$ cat config.mk
export PLATFORM = sky130hd
export DESIGN_NAME = seq_slice_adder
export DESIGN_NICKNAME = d
export VERILOG_FILES = /design/src/rtl/seq_slice_adder.sv
export SDC_FILE = /design/constraint.sdc
export NUM_CORES = 1
export LEC_CHECK = 0
export BUFFER_PORTS_ARGS = -buffer_cell sky130_fd_sc_hd__clkbuf_2
export CORE_ASPECT_RATIO = 0.5
export CORE_UTILIZATION = 53
export CTS_BUF_LIST = sky130_fd_sc_hd__clkbuf_8
export DETAILED_ROUTE_END_ITERATION = 7
export GPL_TIMING_DRIVEN = 0
export PLACE_DENSITY = 0.79
export SLEW_MARGIN = 20
export SYNTH_ARGS = -nofsm -noshare
export SYNTH_HDL_FRONTEND = slang
export SYNTH_SLANG_ARGS = --single-unit
export TNS_END_PERCENT = 1
$ cat constraint.sdc
create_clock -name clk -period 4.87 [get_ports clk]
set_input_delay 0 -clock clk [delete_from_list [all_inputs] [get_ports clk]]
set_output_delay 0 -clock clk [all_outputs]
set_load 0.02 [all_outputs]
$ cat src/rtl/seq_slice_adder.sv
// Multi-cycle WIDTH-bit adder/subtractor: one CHUNK-bit ripple slice per clock, LSB first,
// with a start/busy/done handshake, carry-out and signed-overflow flag.
module seq_slice_adder #(
    parameter int WIDTH = 32,
    parameter int CHUNK = 8
) (
    input  logic             clk,
    input  logic             rst_n,
    input  logic             start,
    input  logic             sub,
    input  logic [WIDTH-1:0] A_in,
    input  logic [WIDTH-1:0] B_in,
    input  logic             C_in,
    output logic             busy,
    output logic             done,
    output logic [WIDTH-1:0] sum,
    output logic             C_out,
    output logic             ovf
);

    localparam int N     = WIDTH / CHUNK;
    localparam int IDX_W = (N > 1) ? $clog2(N) : 1;

    typedef enum logic [1:0] {IDLE, RUN, DONE} state_t;

    state_t             state_q, state_d;
    logic [WIDTH-1:0]   op_a_q, op_a_d;
    logic [WIDTH-1:0]   op_b_q, op_b_d;
    logic               carry_q, carry_d;
    logic [IDX_W-1:0]   idx_q, idx_d;
    logic [WIDTH-1:0]   part_q, part_d;
    logic [WIDTH-1:0]   sum_q, sum_d;
    logic               c_out_q, c_out_d;
    logic               ovf_q, ovf_d;

    logic               accept;
    logic               last_slice;
    logic [31:0]        base;
    logic [CHUNK-1:0]   slice_a, slice_b, slice_sum;
    logic               slice_cout;
    logic               ripple_c;

    // Start is honoured only when no operation is in flight.
    assign accept     = start && (state_q == IDLE || state_q == DONE);
    assign last_slice = (idx_q == IDX_W'(N - 1));
    assign base       = 32'(idx_q) * 32'(CHUNK);
    assign slice_a    = op_a_q[base +: CHUNK];
    assign slice_b    = op_b_q[base +: CHUNK];

    always_comb begin : ripple_chain
        // NOTE: every variable gets a default before any branch so no latch is inferred.
        ripple_c  = carry_q;
        slice_sum = '0;
        for (int i = 0; i < CHUNK; i++) begin
            slice_sum[i] = slice_a[i] ^ slice_b[i] ^ ripple_c;
            ripple_c     = (slice_a[i] & slice_b[i]) | (ripple_c & (slice_a[i] ^ slice_b[i]));
        end
        slice_cout = ripple_c;
    end

    always_comb begin : next_state
        state_d = state_q;
        case (state_q)
            IDLE:    if (start) state_d = RUN;
            RUN:     if (last_slice) state_d = DONE;
            DONE:    state_d = start ? RUN : IDLE;
            default: state_d = IDLE;
        endcase
    end

    always_comb begin : datapath_next
        op_a_d  = op_a_q;
        op_b_d  = op_b_q;
        carry_d = carry_q;
        idx_d   = idx_q;
        part_d  = part_q;
        sum_d   = sum_q;
        c_out_d = c_out_q;
        ovf_d   = ovf_q;
        if (accept) begin
            op_a_d  = A_in;
            op_b_d  = sub ? ~B_in : B_in;
            carry_d = sub | C_in;
            idx_d   = '0;
            part_d  = '0;
        end else if (state_q == RUN) begin
            part_d[base +: CHUNK] = slice_sum;
            carry_d = slice_cout;
            idx_d   = idx_q + 1'b1;
            if (last_slice) begin
                sum_d   = part_d;
                c_out_d = slice_cout;
                // ovf compares against the post-inversion opB, so subtraction is covered too.
                ovf_d   = (op_a_q[WIDTH-1] == op_b_q[WIDTH-1]) && (part_d[WIDTH-1] != op_a_q[WIDTH-1]);
            end
        end
    end

    always_ff @(posedge clk or negedge rst_n) begin : state_reg
        // NOTE: sequential state uses non-blocking assignments so all flops update together.
        if (!rst_n) state_q <= IDLE;
        else        state_q <= state_d;
    end

    always_ff @(posedge clk or negedge rst_n) begin : datapath_reg
        if (!rst_n) begin
            op_a_q  <= '0;
            op_b_q  <= '0;
            carry_q <= 1'b0;
            idx_q   <= '0;
            part_q  <= '0;
            sum_q   <= '0;
            c_out_q <= 1'b0;
            ovf_q   <= 1'b0;
        end else begin
            op_a_q  <= op_a_d;
            op_b_q  <= op_b_d;
            carry_q <= carry_d;
            idx_q   <= idx_d;
            part_q  <= part_d;
            sum_q   <= sum_d;
            c_out_q <= c_out_d;
            ovf_q   <= ovf_d;
        end
    end

    always_comb begin : outputs
        busy  = (state_q == RUN);
        done  = (state_q == DONE);
        sum   = sum_q;
        C_out = c_out_q;
        ovf   = ovf_q;
    end

endmodule

---- Yosys cells after proc, flatten, opt, wreduce, memory -nomap -nowiden ----
Cells that the tools add are included.
storage, ports and cells
  register bits after elaboration ......... 135
  latch bits .............................. 0
  bits in writable memories ............... 0
  ROM bits ................................ 0
  bits of input ports ..................... 69
  output and inout port bits .............. 36
  word-level logic and storage cells ...... 84
  memories kept ........................... 0
operators by class
  $add $sub $neg .......................... 2
  multipliers ............................. 0
  divide/modulo/power cells ............... 0
  magnitude comparators ................... 0
  equality and inequality tests ........... 7
  shifts and indexed selects .............. 4
  mux-type cells .......................... 12
  bitwise gates (word level) .............. 43
  reduce and logical (&&, ||, !) cells .... 7
operator list
  cell                                                    number
  2-to-1 mux 32 bit                                       3
  indexed part select 32 x 6 -> 8 bit                     2
  negator 5 -> 34 bit                                     1
  variable shift 8 x 34 -> 32 bit (first input constant)  1
  indexed part select 8 x 34 -> 32 bit                    1
  bitwise mux 32 bit                                      1
  inverter 32 bit                                         1
  AND 1 bit                                               16
  bitwise XOR 1 bit                                       16
  bitwise OR 1 bit                                        9
  2-to-1 mux 2 bit                                        4
  one-hot mux 2 bit (3 select lines)                      1
  equality test 2 bit (second input constant)             2
  2-to-1 mux 1 bit                                        3
  AND reduction 3 bit                                     1
  adder 2 x 1 -> 2 bit (second input constant)            1
  equality test 2 x 1 -> 1 bit (second input constant)    1
  logical AND 1 bit                                       2
  zero test 2 bit                                         1
  inequality test 2 x 1 -> 1 bit (second input constant)  1
  inequality test 2 bit (second input constant)           1
  AND reduction 2 bit                                     1
  nonzero test 2 bit                                      1
  equality test 1 bit                                     1
  other kinds (3)                                         3

---- Depth between registers and ports, before layout ----
Gate-level depths: netlist of the first run.
  depth after elaboration ................. 21
  depth in mapped cells ................... 18
  mapped depth without buffers ............ 15

---- Worst setup path after synthesis of the first run ----
OpenSTA, ideal clock, no wires.
  path type ............................... reg-to-reg
  start ................................... reg idx_q[0]
  end ..................................... reg ovf_q (netlist: ovf)
  setup time .............................. 69 ps
  data arrival time ....................... 4630 ps
  data required time ...................... 4801 ps
  path slack .............................. 171 ps
  stages on the path, launching flop included .. 19
  path buffers ............................ 3
  clock period less this slack ............ 4699 ps
  path through ............................ dfrtp_1 -> buf_4 -> buf_6 -> mux4_2 -> inv_1 -> fa_1 -> fa_1 -> fa_1 -> fa_1 -> fa_1 -> inv_1 -> fa_1 -> inv_1 -> fa_1 -> inv_1 -> fa_1 -> clkbuf_1 -> a2111o_1 -> nand3_1
between the ends
  longest elaborated chain between the ends .. 21
  elaborated cells on any way between the ends .. 47
  those cells by class .................... 1 x add/sub; 2 x eq/ne; 4 x shift; 1 x mux; 37 x bitwise; 2 x reduce/logical
ends and longest elaborated chain
  item                                                           line    text
  start: declaration                                             30      logic [IDX_W-1:0] idx_q, idx_d;
  start signal: assignment                                       119     idx_q <= idx_d;
  indexed part select 32 x 6 -> 8 bit, on equally long branches  47, 48
  bitwise XOR 1 bit                                              55, 56
  AND 1 bit                                                      56      ripple_c = (slice_a[i] & slice_b[i]) | (ripple_c & (slice_a[i] ^ slice_b[i]));
  bitwise OR 1 bit                                               56
  AND 1 bit                                                      56
  bitwise OR 1 bit                                               56
  AND 1 bit                                                      56
  bitwise OR 1 bit                                               56
  [5 not listed]                                                 -
  bitwise OR 1 bit                                               56
  AND 1 bit                                                      56
  bitwise OR 1 bit                                               56
  bitwise XOR 1 bit                                              55      slice_sum[i] = slice_a[i] ^ slice_b[i] ^ ripple_c;
  indexed part select 8 x 34 -> 32 bit                           87      part_d[base +: CHUNK] = slice_sum;
  bitwise mux 32 bit                                             87
  inequality test 1 bit                                          94      ovf_d = (op_a_q[WIDTH-1] == op_b_q[WIDTH-1]) && (part_d[WIDTH-1] != op_a_q[WIDTH-1]);
  logical AND 1 bit                                              94
  end signal: assignment                                         123     ovf_q <= ovf_d;
  end: declaration                                               34      logic ovf_q, ovf_d;
Several ways; a longest one is shown, not always the timed one.
A chain may end at the register's enable or synchronous reset.

---- Final worst setup path of the first run ----
  start ................................... reg idx_q[0]
  end ..................................... reg sum_q[15] (netlist: sum[15])
between the ends
  longest elaborated chain between the ends .. 19
  elaborated cells on any way between the ends .. 45
  those cells by class .................... 1 x add/sub; 1 x eq/ne; 4 x shift; 1 x mux; 37 x bitwise; 1 x reduce/logical
ends and longest elaborated chain
  item                                                           line    text
  indexed part select 32 x 6 -> 8 bit, on equally long branches  47, 48
  bitwise XOR 1 bit                                              55, 56
  AND 1 bit                                                      56
  bitwise OR 1 bit                                               56
  AND 1 bit                                                      56
  bitwise OR 1 bit                                               56
  AND 1 bit                                                      56
  bitwise OR 1 bit                                               56
  [3 not listed]                                                 -
  bitwise OR 1 bit                                               56
  AND 1 bit                                                      56
  bitwise OR 1 bit                                               56
  AND 1 bit                                                      56
  bitwise OR 1 bit                                               56
  bitwise XOR 1 bit                                              55
  indexed part select 8 x 34 -> 32 bit                           87
  bitwise mux 32 bit                                             87
  end signal: assignment                                         121     sum_q <= sum_d;
  end: declaration                                               32      logic [WIDTH-1:0] sum_q, sum_d;
Several ways; a longest one is shown, not always the timed one.

==> results of run 1 <==
layer usage:
metal  up-vias  global-route usage [%]  part of all wire [%]
li1       2432                       -                     -
met1      2672                    38.8                    38
met2       354                    50.4                    49
met3        87                    6.79                   8.7
met4         0                    16.8                   4.0
met5         -                       0                     0
through the flow:
step | instances | util, % | worst slack (ns)
detailed placement | 862 | 63.0 | -0.334
CTS | 963 | 73.1 | 0.0360
floorplan | 599 | - | 0.171
finish | 966 | 73.6 | 0.0549
global route | 966 | 73.6 | -0.0321
global placement | 861 | 62.7 | -0.283
worst max path at each step:
stage                   end  slack [ns]  depth (start not counted)
CTS                     ovf        0.04                         17
detailed placement      ovf       -0.33                         18
floorplan               ovf        0.17                         18
global placement        ovf       -0.28                         18
finish              sum[15]        0.05                         18
global route        sum[15]       -0.03                         18
area by class of cell:
cell class | count | area share [%]
inverter | 39 | 1.78
clock inverter | 13 | 2.12
sequential | 135 | 40.3
timing repair buffer | 177 | 15.2
buffer | 45 | 3.09
multi-input combinational | 379 | 32.0
tap | 159 | 2.38
clock buffer | 19 | 3.12
synthesized netlist by cell type (2+ instances only):
| library cell | instances |
|---|---|
| a21oi_1 | 7 |
| a21oi_2 | 3 |
| a22o_1 | 6 |
| a2bb2oi_1 | 6 |
| and4bb_2 | 2 |
| buf_1 | 5 |
| buf_2 | 19 |
| buf_4 | 4 |
| buf_6 | 2 |
| clkbuf_1 | 15 |
| dfrtp_1 | 135 |
| fa_1 | 8 |
| ha_1 | 6 |
| inv_1 | 38 |
| mux4_2 | 16 |
| nand2_1 | 147 |
| nand2b_1 | 2 |
| nand3_1 | 2 |
| nand4bb_1 | 3 |
| nor2_1 | 6 |
| nor2b_1 | 9 |
| o21a_1 | 18 |
| o21ai_0 | 48 |
| o221ai_1 | 18 |
| o2bb2ai_1 | 25 |
| xnor2_1 | 32 |
power by group through the flow:
stage / registers (mW) / logic, mW / clock network, mW
final: 1.95 / 3.50 / 1.04
after global routing: 1.99 / 3.74 / 1.10
after CTS: 1.91 / 3.18 / 1.04
after detailed placement: 1.93 / 3.05 / 0
after global placement: 1.90 / 2.94 / 0
after floorplan: 2.00 / 1.93 / 0
repair_timing:
item	in CTS	in global routing
endpoints found under the setup margin	13	13
hold buffers	68	0
resized for setup	6	11
hold endpoints to repair	200	0
buffers inserted	2	3
pin swaps	1	7
kinds of logic after synthesis:
kind of cell,synth area share [%]
buffers and inverters,6.02
adder cells (fa/ha/maj),3.66
multiplexers,5.94
XOR/XNOR,4.36
AO/OA/AOI/OAI,15.3
AND/OR/NAND/NOR,12.1
flip-flops,52.6
sequential cells by signal, indices dropped and copies added (netlist names):
register,count
op_a_q,32
op_b_q,32
part_q,32
sum,32
idx_q,2
state_q,2
C_out,1
carry_q,1
ovf,1
worst reg2reg max path, stage by stage, from the launching register on:
cell     delay, ns
dfrtp_1       0.40
buf_6         0.15
buf_8         0.15
mux4_2        0.32
inv_1         0.06
fa_2          0.37
fa_2          0.38
fa_2          0.38
fa_2          0.40
fa_2          0.40
inv_2         0.07
fa_1          0.15
inv_1         0.05
fa_2          0.33
inv_2         0.09
fa_2          0.52
buf_4         0.18
a21oi_1       0.18
o21ai_0       0.11
==> impl_metrics.tcl, run 1 <==
set metrics [dict create \
    fmax_ghz 0.208 \
    critPathSlowestCell "fa_2" \
    total_power_mw 6.48 \
    status "finished, final reports clean" \
    yosysTopAreaCell "dfrtp_1" \
    clockRootBuffer "clkbuf_8" \
    path_max_fanout 10 \
    fp.dieArea_um2 12600 \
    syn-cell-area_um2 6420 \
    dpl_cell_area_um2 7170 \
    reg2reg_depth 18 \
    io_pins 105 \
    rows 27 \
    start_kind "flop" \
    port_buffers 103 \
    slew_headroom_pct 61.5 \
    p_seq_share_pct 30.0 \
    tightest_slew_ns 0.577 \
    p_clk_share_pct 16.1 \
    via_per_inst 5.74 \
    slew_violations 0 \
    setup-tns-final_ns 0 \
    finalHoldViolations 0 \
    drive_gt1_share_pct 25.3 \
    vias 5545 \
    criticalPathCategory "flop to flop" \
    powerDensity_nw_per_um2 774 \
    p_comb_share_pct 53.9 \
    totalWireLength_um 18300 \
    cts.sinks 135 \
    regToRegEndpoint "sum[15]" \
    cts_buffer_depth 2 \
    postRouteAntennaNets 0 \
    drt_first_iter_violations 565 \
    critPathBufInv 7 \
    grt_start_max_net_pins 88 \
    async_flop_share_pct 100 \
    fin_area_um2 8370 \
    avgSynthCellArea_um2 10.7 \
    synthFlopType "dfrtp_1" \
    hold_ws_ns 0.0534 \
    slowest_delay_ns 0.52 \
    dp_hpwl_um 10800 \
    die_h_um 79.8 \
    finalSetupViolCount 0 \
    post-route-period-util_pct 98.9 \
    synth-seq-cells 135 \
    p_int_mw 3.57 \
    tritoncts "yes" \
    synth_nets 682 \
    drc 0 \
    p_leak_nw 3.90 \
    fp.coreArea_um2 11400 \
    final_cell_mix "nand2_1 (147), dfrtp_1 (135), clkbuf_2 (102)" \
    ys_types 43 \
    final_common_cell "nand2_1" \
    antenna_found_initial 0 \
    die_w_um 158 \
    reg2reg_slack_ns 0.05 \
    nNetsFinal 877 \
    initial_core_util_pct 56.4 \
    reg2reg_from "idx_q[0]" \
    swShare_pct 44.9 \
    path_delay_family "adder cells" \
    min_path_type "input port to async pin" \
    cp_common_cell "fa_2" \
    grtUsageTotal_pct 30.9 \
    wl_per_cell_um 19.0 \
    ys_warn_count 0 \
    irDropWorstVdd_v 0.000463 \
    path_cells "buf_6 > buf_8 > mux4_2 > inv_1 > fa_2 > fa_2 > fa_2 > fa_2 > fa_2 > inv_2 > fa_1 > inv_1 > fa_2 > inv_2 > fa_2 > buf_4 > a21oi_1 > o21ai_0" \
    syn_to_final_growth_pct 30.4 \
    regArea_um2 3380 \
    worstPathArrival_ns 5.13 \
    firstDrtPassIters 7 \
    grt_pass1_wl_um 28500 \
    synth_area_leaders "dfrtp_1 (53%), nand2_1 (8.6%), mux4_2 (5.6%), xnor2_1 (4.4%), o21ai_0 (3.7%)" \
    ys_seq_area_share_pct 52.6 \
    synth_enable_flop_cells 0 \
    cts.clk_slew.worst_paths_ns 0.08 \
    crit_path_end_kind "flop" \
    gr-total-overflow 0 \
    maxCapViolCount 0 \
    first_global_vias 5587 \
    place_congestion 0.801 \
    multi_input_area_um2 2680 \
    cp.required_ns 5.18 \
    crit_start "idx_q[0]" \
    htreeDepth 4 \
    post-route-min-period_ns 4.82 \
    n_antenna_cell 0 \
    synth_top_area_share_pct 52.6 \
    fin_skew_ns 0.0102 \
    clk_latency_ns 0.45 \
    synth_cells 599 \
    num-fill-cells 757 \
    cts_buffers 17 \
    p_sw_mw 2.91 \
]
Power figures use the tool's default switching activity.
==> run 2, diff against run 1 <==
--- a/config.mk
+++ b/config.mk
@@ -11,7 +11,9 @@
 export CTS_BUF_LIST = sky130_fd_sc_hd__clkbuf_8
 export DETAILED_ROUTE_END_ITERATION = 7
 export GPL_TIMING_DRIVEN = 0
+export HOLD_SLACK_MARGIN = 0.06
 export PLACE_DENSITY = 0.79
+export REMOVE_ABC_BUFFERS = 1
 export SLEW_MARGIN = 20
 export SYNTH_ARGS = -nofsm -noshare
 export SYNTH_HDL_FRONTEND = slang
==> run 2 against run 1 <==
Against the previous run:
- die area did not move
- clock power shrank 8%
- final cell count down 3.4%
- sequential share of layout area grew 0.59 points
- total power decreased by 6.3%
- first-iteration DRC count down 40%
==> impl_metrics.tcl, run 2 (synthesized netlist as in run 1, its figures left out) <==
set metrics [dict create \
    rows 27 \
    cp_common_cell "fa_2" \
    p_seq_share_pct 32.1 \
    slowest_delay_ns 0.52 \
    drive_gt1_share_pct 23.3 \
    drc 0 \
    post-route-min-period_ns 4.70 \
    syn_to_final_growth_pct 28.8 \
    post-route-period-util_pct 96.5 \
    postRouteAntennaNets 0 \
    regToRegEndpoint "ovf" \
    setup-tns-final_ns 0 \
    start_kind "flop" \
    gr-total-overflow 0 \
    path_max_fanout 18 \
    tightest_slew_ns 1.01 \
    reg2reg_depth 16 \
    criticalPathCategory "flop to flop" \
    fin_skew_ns 0.0152 \
    htreeDepth 4 \
    p_clk_share_pct 15.8 \
    finalHoldViolations 0 \
    critPathSlowestCell "fa_2" \
    fp.dieArea_um2 12600 \
    reg2reg_slack_ns 0.17 \
    p_comb_share_pct 52.1 \
    p_sw_mw 2.58 \
    cp.required_ns 5.23 \
    slew_headroom_pct 32.2 \
    cts.clk_slew.worst_paths_ns 0.07 \
    maxCapViolCount 0 \
    swShare_pct 42.5 \
    final_cell_mix "nand2_1 (147), dfrtp_1 (133), clkbuf_2 (103)" \
    slew_violations 0 \
    antenna_found_initial 0 \
    drt_first_iter_violations 341 \
    path_delay_family "adder cells" \
    cts_buffer_depth 2 \
    p_int_mw 3.49 \
    powerDensity_nw_per_um2 734 \
    clk_latency_ns 0.43 \
    critPathBufInv 5 \
    grt_start_max_net_pins 94 \
    dp_hpwl_um 8980 \
    first_global_vias 4945 \
    clockRootBuffer "clkbuf_8" \
    fp.coreArea_um2 11400 \
    die_h_um 79.8 \
    io_pins 105 \
    wl_per_cell_um 15.9 \
    crit_path_end_kind "flop" \
    final_common_cell "nand2_1" \
    rsz0062_at_grt "false" \
    reg2reg_from "idx_q[0]" \
    cts_buffers 17 \
    via_per_inst 5.30 \
    initial_core_util_pct 56.4 \
    firstDrtPassIters 7 \
    crit_start "idx_q[0]" \
    grtUsageTotal_pct 25.5 \
    irDropWorstVdd_v 0.000461 \
    tritoncts "yes" \
    min_path_type "input port to async pin" \
    p_leak_nw 3.82 \
    nNetsFinal 844 \
    port_buffers 104 \
    n_antenna_cell 0 \
    die_w_um 158 \
    num-fill-cells 790 \
    cts.sinks 135 \
    status "finished, final reports clean" \
    total_power_mw 6.07 \
    fmax_ghz 0.213 \
    path_cells "buf_16 > mux4_2 > inv_1 > fa_2 > fa_2 > fa_2 > fa_2 > fa_1 > inv_1 > fa_1 > inv_1 > fa_2 > inv_2 > fa_2 > a2111o_1 > nand3_1" \
    vias 4947 \
    grt_pass1_wl_um 24200 \
    worstPathArrival_ns 5.06 \
    finalSetupViolCount 0 \
    place_congestion 0.775 \
    totalWireLength_um 14800 \
]
run 2: routing by layer:
metal  routed length (um)  track usage (%)  vias to the layer above
met5                    0                0                        -
met4                  133             7.18                        0
met3                  751             5.10                       12
met2                 7390             42.6                      161
met1                 6550             34.0                     2412
li1                     -                -                     2362
run 2: what timing repair did:
action,4_1_cts,5_1_grt
gates resized for setup,6,5
pin swaps,1,2
endpoints found under the setup margin,13,8
hold endpoints to repair,201,0
setup buffers,2,0
hold buffers,79,0
run 2: per-stage QoR:
step / cell area, um2 / worst slack, ns / hold WS, ns / cells / util, %
3_3_place_gp: 6900 / -0.836 / 0.191 / 816 / 60.6
3_5_place_dp: 7030 / -0.496 / -0.0455 / 820 / 61.8
4_1_cts: 8260 / 0.0227 / 0.0627 / 933 / 72.5
5_1_grt: 8270 / 0.0481 / 0.0721 / 933 / 72.7
6_report: 8270 / 0.168 / 0.0783 / 933 / 72.7
2_1_floorplan: 6180 / -0.154 / -0.296 / 553 / -
run 2: layout make-up:
cell class | instances | area [um2] | area share (%)
flip-flops and latches | 135 | 3390 | 40.9
multi-input cells | 379 | 2690 | 32.5
repair buffers | 189 | 1440 | 17.4
clock buffers | 20 | 275 | 3.33
well taps | 159 | 199 | 2.41
inverters | 39 | 149 | 1.80
clock inverters | 12 | 134 | 1.62
run 2: worst reg2reg max path, stage by stage, from the launching register on:
cell,delay (ns)
dfrtp_4,0.50
buf_16,0.17
mux4_2,0.35
inv_1,0.05
fa_2,0.36
fa_2,0.34
fa_2,0.35
fa_2,0.34
fa_1,0.38
inv_1,0.08
fa_1,0.17
inv_1,0.06
fa_2,0.34
inv_2,0.07
fa_2,0.52
a2111o_1,0.45
nand3_1,0.08
run 2: worst max-delay path by stage:
| stage | endpoint | cells past startpoint |
|---|---|---|
| 2_1_floorplan | ovf | 15 |
| 3_3_place_gp | sum[31] | 15 |
| 3_5_place_dp | sum[31] | 15 |
| 4_1_cts | ovf | 16 |
| 5_1_grt | ovf | 16 |
| 6_report | ovf | 16 |
run 2: power groups by stage:
stage | Clock [mW] | Combinational, mW | Sequential [mW]
2_1_floorplan | 0 | 1.79 | 2.05
5_1_grt | 1.02 | 3.42 | 2.01
6_report | 0.958 | 3.16 | 1.95
3_5_place_dp | 0 | 2.88 | 1.98
4_1_cts | 0.969 | 3.09 | 1.94
3_3_place_gp | 0 | 2.71 | 1.98
